==> src/rtl/mux16_bus_arbiter_pkg.sv <==
// Shared constants and helpers for the 4-requester round-robin bus arbiter.
package mux16_bus_arbiter_pkg;

  localparam int NREQ = 4;
  localparam int IDXW = 2;

  localparam logic [0:0] ST_IDLE  = 1'b0;
  localparam logic [0:0] ST_OWNED = 1'b1;

  function automatic logic [NREQ-1:0] onehot(input logic [IDXW-1:0] idx);
    onehot = '0;
    onehot[idx] = 1'b1;
  endfunction

endpackage

==> src/rtl/mux16_bus_arbiter_mux16.sv <==
// 2:1 word multiplexer; three of these form the 4:1 steering tree.
module mux16 #(
  parameter int WIDTH = 16
) (
  input  logic [WIDTH-1:0] a,
  input  logic [WIDTH-1:0] b,
  input  logic             sel,
  output logic [WIDTH-1:0] y
);

  assign y = sel ? b : a;

endmodule

==> src/rtl/mux16_bus_arbiter_rr_pick4.sv <==
// Combinational round-robin picker: first requester at or after ptr, wrapping mod 4.
module rr_pick4
  import mux16_bus_arbiter_pkg::*;
(
  input  logic [NREQ-1:0] req,
  input  logic [IDXW-1:0] ptr,
  output logic            any,
  output logic [IDXW-1:0] idx
);

  logic [IDXW-1:0] cand;

  // NOTE: every variable written in always_comb gets a default first, otherwise a latch is inferred.
  always_comb begin
    any  = |req;
    idx  = ptr;
    cand = ptr;
    // Scan farthest-first so the nearest requester to ptr is the last, winning assignment.
    for (int k = NREQ - 1; k >= 0; k--) begin
      cand = ptr + IDXW'(k);
      if (req[cand]) idx = cand;
    end
  end

endmodule

==> src/rtl/mux16_bus_arbiter.sv <==
// Round-robin arbiter steering one of 4 requester words onto a registered shared bus.
// Optional burst limit enabled by defining ARB_BURST_LIMIT_EN.
module mux16_bus_arbiter
  import mux16_bus_arbiter_pkg::*;
#(
  parameter int WIDTH     = 16,
  parameter int MAX_BURST = 8
) (
  input  logic                 clk,
  input  logic                 reset,
  input  logic [NREQ-1:0]      req,
  input  logic [NREQ*WIDTH-1:0] din,
  output logic [NREQ-1:0]      gnt,
  output logic [WIDTH-1:0]     bus_out,
  output logic                 bus_valid,
  output logic                 busy
);

  if (MAX_BURST < 1 || MAX_BURST > 255) begin : g_bad_burst
    $error("MAX_BURST must be in 1..255");
  end

  logic [0:0]      state;
  logic [IDXW-1:0] own;
  logic [IDXW-1:0] ptr;
  logic [IDXW-1:0] pick_ptr;
  logic [IDXW-1:0] pick_idx;
  logic            pick_any;
  logic [WIDTH-1:0] lo_word, hi_word, mux_out;
  logic            owner_req;
  logic            burst_done;
  logic            rearb;

  // On release the scan starts just past the outgoing owner, so the re-pick is fair in the same edge.
  assign pick_ptr = (state == ST_OWNED) ? own + IDXW'(1) : ptr;

  rr_pick4 u_pick (
    .req (req),
    .ptr (pick_ptr),
    .any (pick_any),
    .idx (pick_idx)
  );

  mux16 #(.WIDTH(WIDTH)) u_mux_lo (
    .a(din[0*WIDTH +: WIDTH]), .b(din[1*WIDTH +: WIDTH]), .sel(own[0]), .y(lo_word)
  );
  mux16 #(.WIDTH(WIDTH)) u_mux_hi (
    .a(din[2*WIDTH +: WIDTH]), .b(din[3*WIDTH +: WIDTH]), .sel(own[0]), .y(hi_word)
  );
  mux16 #(.WIDTH(WIDTH)) u_mux_top (
    .a(lo_word), .b(hi_word), .sel(own[1]), .y(mux_out)
  );

  assign owner_req = req[own];

`ifdef ARB_BURST_LIMIT_EN
  localparam int CNTW = $clog2(MAX_BURST + 1);
  logic [CNTW-1:0] cnt;

  assign burst_done = (cnt == CNTW'(MAX_BURST - 1));

  always_ff @(posedge clk) begin
    if (reset) begin
      cnt <= '0;
    end else if (state == ST_IDLE || rearb) begin
      cnt <= '0;
    end else if (owner_req) begin
      cnt <= cnt + 1'b1;
    end
  end
`else
  assign burst_done = 1'b0;
`endif

  assign rearb = (state == ST_IDLE) || !owner_req || burst_done;
  assign busy  = |gnt;

  // NOTE: sequential state uses non-blocking assignments so every register samples pre-edge values.
  always_ff @(posedge clk) begin
    if (reset) begin
      state     <= ST_IDLE;
      own       <= '0;
      ptr       <= '0;
      gnt       <= '0;
      bus_out   <= '0;
      bus_valid <= 1'b0;
    end else begin
      bus_valid <= 1'b0;
      if (state == ST_OWNED && owner_req) begin
        bus_out   <= mux_out;
        bus_valid <= 1'b1;
      end
      if (rearb) begin
        if (state == ST_OWNED) ptr <= pick_ptr;
        if (pick_any) begin
          gnt   <= onehot(pick_idx);
          own   <= pick_idx;
          state <= ST_OWNED;
        end else begin
          gnt   <= '0;
          state <= ST_IDLE;
        end
      end
    end
  end

endmodule

==> config.mk <==
export PLATFORM = sky130hd
export DESIGN_NAME = mux16_bus_arbiter
export DESIGN_NICKNAME = d
export VERILOG_FILES = /design/src/rtl/mux16_bus_arbiter_pkg.sv /design/src/rtl/mux16_bus_arbiter_mux16.sv /design/src/rtl/mux16_bus_arbiter_rr_pick4.sv /design/src/rtl/mux16_bus_arbiter.sv
export SDC_FILE = /design/constraint.sdc
export NUM_CORES = 1
export LEC_CHECK = 0
export ABC_AREA = 1
export CAP_MARGIN = 15
export CORE_AREA = 2 2 77 60
export DETAILED_ROUTE_END_ITERATION = 10
export DIE_AREA = 0 0 79 62
export GPL_TIMING_DRIVEN = 0
export PLACE_DENSITY = 0.89
export SLEW_MARGIN = 10
export SYNTH_ARGS = -nofsm -noshare
export SYNTH_HDL_FRONTEND = slang
export SYNTH_SLANG_ARGS = --single-unit
==> constraint.sdc <==
create_clock -name clk -period 4.1 [get_ports clk]
set_input_delay 0.82 -clock clk [delete_from_list [all_inputs] [get_ports clk]]
set_output_delay 0.82 -clock clk [all_outputs]
set_load 0.01 [all_outputs]
Yosys cells after proc, flatten, opt, wreduce, memory -nomap -nowiden

Cells that the tools add are included.

Flip-flop bits (word level): 26
Input port bits: 70
Output and inout port bits: 22
Word-level logic and storage cells: 49

Add/sub/neg operators: 4
Order comparisons: 7
Muxes and demuxes: 23
Bitwise gates (word level): 1
Reduce and logical (&&, ||, !) cells: 8

Operators by type and width:

| cell                                                                                 | number |
|---|---|
| 16-bit two-way mux                                                                   | 3 |
| 2-bit by 3-bit less-than comparator with 1-bit output (second input constant)        | 6 |
| 1-bit binary-select mux with 2-bit select                                            | 5 |
| 2-bit two-way mux                                                                    | 5 |
| 1-bit two-way mux                                                                    | 8 |
| 4-bit OR reduction                                                                   | 2 |
| 2-bit by 1-bit adder with 2-bit output (second input constant)                       | 2 |
| 2-bit adder (second input constant)                                                  | 2 |
| 4-bit two-way mux                                                                    | 1 |
| 2-bit AND reduction                                                                  | 2 |
| 1-bit demux with 2-bit select                                                        | 1 |
| 2-bit by 1-bit greater-or-equal comparator with 1-bit output (second input constant) | 1 |
| 1-bit logical AND                                                                    | 2 |
| 1-bit zero test                                                                      | 1 |
| 1-bit logical OR                                                                     | 1 |
| 1-bit NOT                                                                            | 1 |

Depth between registers and ports, before layout

Word-level depth: 14
Gate-level depth with buffers: 16
Gate-level depth less buffers: 14

Hierarchy

From an unflattened synthesis, not the netlist that was laid out.

Cell total of the unflattened synthesis: 341
Area, all modules: 2031.9 µm²

Modules (own cells, without submodules):

| module            | times used | cells each | area an instance (µm²) | sequential area each (µm²) |
|---|---|---|---|---|
| mux16_bus_arbiter | 1          | 135        | 1082.3                 | 520.5 |
| mux16             | 3          | 52         | 244.0                  | 0.0 |
| rr_pick4          | 1          | 50         | 217.7                  | 0.0 |

Worst setup path after synthesis

Ideal clock, no wire load.

Path type: input port to flip-flop
Start point: in req[1]
End point: reg gnt[3]
Library setup time: 0.070 ns
Arrival time: 1.666 ns
Required time: 4.030 ns
Setup slack: 2.364 ns
Stages on the path: 11
Path buffers: 0
Path through: inv_1 > a21oi_1 > o21ai_0 > nand2_1 > inv_2 > nor2_4 > inv_1 > nor2_2 > inv_1 > nor2_1 > o21bai_1

Cells in the longest elaborated chain, start to end: 11
Elaborated cells on any way between the ends: 23
Those cells by class: order compare (2); mux (17); reduce/logical (4)

RTL lines:

| what                                                                                                                                                        | RTL line                         | source |
|---|---|---|
| from (decl)                                                                                                                                                 | mux16_bus_arbiter.sv:11          | `input logic [NREQ-1:0] req,` |
| 1-bit binary-select mux with 2-bit select                                                                                                                   | mux16_bus_arbiter_rr_pick4.sv:21 | `if (req[cand]) idx = cand;` |
| 1-bit two-way mux (implied by the code)                                                                                                                     | mux16_bus_arbiter_rr_pick4.sv:21 |  |
| 2-bit two-way mux (4 in series)                                                                                                                             | mux16_bus_arbiter_rr_pick4.sv:21 |  |
| 2-bit by 3-bit less-than comparator with 1-bit output (implied by the code) or 2-bit by 1-bit greater-or-equal comparator with 1-bit output (tied branches) | mux16_bus_arbiter_pkg.sv:12      | `onehot[idx] = 1'b1;` |
| 1-bit logical AND (implied by the code)                                                                                                                     | mux16_bus_arbiter_pkg.sv:12      |  |
| 1-bit two-way mux (implied by the code)                                                                                                                     | mux16_bus_arbiter_pkg.sv:12      |  |
| 1-bit demux with 2-bit select                                                                                                                               | mux16_bus_arbiter_pkg.sv:12      |  |
| 4-bit two-way mux                                                                                                                                           | mux16_bus_arbiter.sv:95          | `if (pick_any) begin` |
| to (signal assigned)                                                                                                                                        | mux16_bus_arbiter.sv:96          | `gnt <= onehot(pick_idx);` |
| to (decl)                                                                                                                                                   | mux16_bus_arbiter.sv:13          | `output logic [NREQ-1:0] gnt,` |

Several ways; a longest one is shown, not always the timed one. The select of a mux whose other input is x is not followed.
A chain may end at the register's enable or synchronous reset.

Final worst setup path

Start point: reg gnt[3]
End point: out busy

Cells in the longest elaborated chain, start to end: 1

RTL lines:

| what               | RTL line                | source |
|---|---|---|
| 4-bit OR reduction | mux16_bus_arbiter.sv:76 | `assign busy = \|gnt;` |
| to (decl)          | mux16_bus_arbiter.sv:16 | `output logic busy` |

No other way between the ends.

==> flow_metrics.py <==
metrics = {
    "outcome": {
        "status": "finished clean",
    },
    "critical_path": {
        "critPathTopFamily": "simple AND/OR/NAND/NOR gates",
        "slowest_delay_ns": 0.52,
        "cp_cell_sequence": "or4_1 -> clkdlybuf4s50_1",
        "crit_fanout": 3,
        "cp_slowest_cell": "or4_1",
        "critPathCaptureType": "output port",
        "r2r_start": "own[0]$_SDFFE_PP0P_",
        "crit_arrival_ns": 1.61,
        "crit_required_ns": 3.28,
        "startpoint": "gnt[3]$_SDFFE_PP0N_",
        "crit_type": "reg -> out",
        "crit_path_start_kind": "flip-flop",
        "worstPathBufferInverterCount": 1,
    },
    "detailed_routing": {
        "vias": 2234,
        "firstDrtPassIters": 5,
        "avgViaCountPerCell": 5.18,
        "routedWlPerCell_um": 13.0,
        "ant_nets": 0,
        "drtIter0Drc": 165,
        "wl_um": 5620,
        "post-route-drc-count": 0,
    },
    "final_layout": {
        "area_growth_pct": 62.6,
        "mostFrequentLayoutCells": "91 x clkdlybuf4s50_1, 69 x nor2_1, 55 x o21ai_0",
        "antenna_cells": 0,
        "final_common_cell": "clkdlybuf4s50_1",
        "num-fill-cells": 402,
        "drive_above_1_share_pct": 6.15,
        "nNetsFinal": 445,
        "instances_no_fill": 431,
    },
    "floorplanning": {
        "initial_core_util_pct": 39.5,
        "pin_count": 92,
        "coreArea_um2": 4260,
        "die_area_um2": 4900,
        "row_count": 21,
        "die_w_um": 79,
        "die_h_um": 62,
    },
    "clocking": {
        "cts-buffers-inserted": 3,
        "post_cts_buffers": 0,
        "clock_path_buffers": 2,
        "tritoncts": "yes",
        "ctsHoldBuffers": 0,
        "ctsResizeCount": 0,
        "clk_latency_ns": 0.27,
        "cts-root-buf": "clkbuf_8",
        "cts_num_sinks": 26,
        "htreeDepth": 1,
        "cts.clk_slew.worst_paths_ns": 0.10,
    },
    "sta": {
        "fin_skew_ns": 0.00604,
        "rsz0062_at_grt": "false",
        "hold_viol_final": 0,
        "hold_ws_ns": 0.471,
        "tns_ns": 0,
        "setup_ws_ns": 1.67,
        "slew_violations": 0,
        "relSlewSlack_pct": 62.2,
        "tightest_slew_ns": 0.561,
        "max_freq_ghz": 0.411,
        "period_needed_ns": 2.43,
        "fin_crit_sh_pct": 59.4,
        "setup_viol_count_final": 0,
    },
    "place": {
        "placedCellCount": 427,
        "dp_slack_ns": 1.55,
        "io_buffers": 91,
        "dp_hpwl_um": 4340,
        "gp_congestion": 0.850,
    },
    "yosys": {
        "yosys.area.top_type_share_pct": 30.9,
        "yosysSeqAreaShare_pct": 30.9,
        "netlist_instances": 279,
        "synth.area.top_cells": "dfxtp_1 31%, o21ai_0 16%, nor2_1 15%",
        "synth_fp_nets": 349,
        "syn_area_um2": 1680,
        "syn_area_per_cell_um2": 6.03,
        "synth_cell_types": 23,
        "yosysWarnings": 0,
        "ys_ff_latch": 26,
        "synth_top_cell_by_area": "dfxtp_1",
    },
    "job": {
        "cap_violations": 0,
    },
    "pwr": {
        "seq_power_share_pct": 26.2,
        "p_int_mw": 0.788,
        "p_sw_share_pct": 41.3,
        "share_clk_of_total_power_pct": 16.1,
        "power_density_nw_per_um2": 490,
        "p_leak_nw": 1.13,
        "vdd_drop_max_mv": 0.222,
        "combPwrFrac_pct": 57.7,
        "p_sw_mw": 0.554,
    },
    "global_route": {
        "grt_pass1_vias": 2023,
        "grt_usage_pct": 23.1,
        "grt_max_degree": 16,
        "antenna_found_initial": 0,
        "grt_first_pass_wirelength_um": 8910,
        "globalRouteOverflowTotal": 0,
    },
    "hold_path": {
        "min_from": "ptr[1]$_SDFFE_PP0P_",
        "hold_class": "reg -> reg",
    },
}
## metrics by stage
stage	instance area (um2)	total power, mW	utilization, %
4_1_cts	2740	1.34	64.3
5_1_grt	2740	1.45	64.3
3_5_place_dp	2670	1.12	62.6
3_3_place_gp	2670	1.10	62.6
2_1_floorplan	1680	0.816	-
6_report	2740	1.34	64.3
## Yosys cell counts
master     n
nor2_1    69
inv_1     18
clkbuf_1   9
o21ai_1    2
dfxtp_1   26
buf_1      1
o21ai_0   55
buf_6      2
o21bai_1   2
nand3_2    1
buf_2      3
inv_2      4
or4_1      1
nand2_1   35
nand2_2    5
nor2_4     1
nand3b_1   1
a31oi_1   16
nor4_1     1
buf_4      1
nand3_1   17
a21oi_1    7
nor2_2     2
## cells by family after synthesis
| kind of cell | count (synthesis) | synth area share, % |
|---|---|---|
| buf+inv | 38 | 9.81 |
| compound gates | 82 | 25.9 |
| simple gates | 133 | 33.4 |
| flops | 26 | 30.9 |
## power groups by stage
stage               combinational [mW]  sequential, mW  clock [mW]
floorplan                        0.437           0.378           0
global placement                 0.748           0.354           0
detailed placement               0.765           0.356           0
CTS                              0.770           0.352       0.217
global route                     0.862           0.359       0.229
finish                           0.774           0.352       0.216
## path summary, 6_finish.rpt
check / endpoint / slack [ns] / depth (start not counted)
max reg2reg: own[0]$_SDFFE_PP0P_ / 2.28 / 16
min: ptr[1]$_SDFFE_PP0P_ / 0.47 / 2
max: busy / 1.67 / 2
min reg2reg: ptr[1]$_SDFFE_PP0P_ / 0.47 / 2
## area by class of cell
cell class / count / area, um2 / share of cell area (%)
buffer: 16 / 82.6 / 3.02
sequential: 26 / 520 / 19.0
multi-input combinational: 215 / 997 / 36.4
timing repair buffer: 91 / 911 / 33.3
inverter: 22 / 82.6 / 3.02
clock buffer: 3 / 41.3 / 1.51
clock inverter: 1 / 30.0 / 1.10
tap: 57 / 71.3 / 2.61
## worst min-delay path: stages (launching register included)
cell and delay (ns):
dfxtp_1 0.31, inv_1 0.07, a21oi_1 0.06
## state kept, by name, summed over array words and instances, names as in the netlist
register / flops
bus_out: 16
bus_valid: 1
gnt: 4
own: 2
ptr: 2
state: 1
## per-layer routing
layer  vias up  wire (um)  GRT usage, %
met4         0         68          5.17
met3        10        497          5.64
met2       106       2580          42.5
met1       996       2480          28.2
met5         -          0             0
li1       1122          -             -
Power figures use the tool's default switching activity.
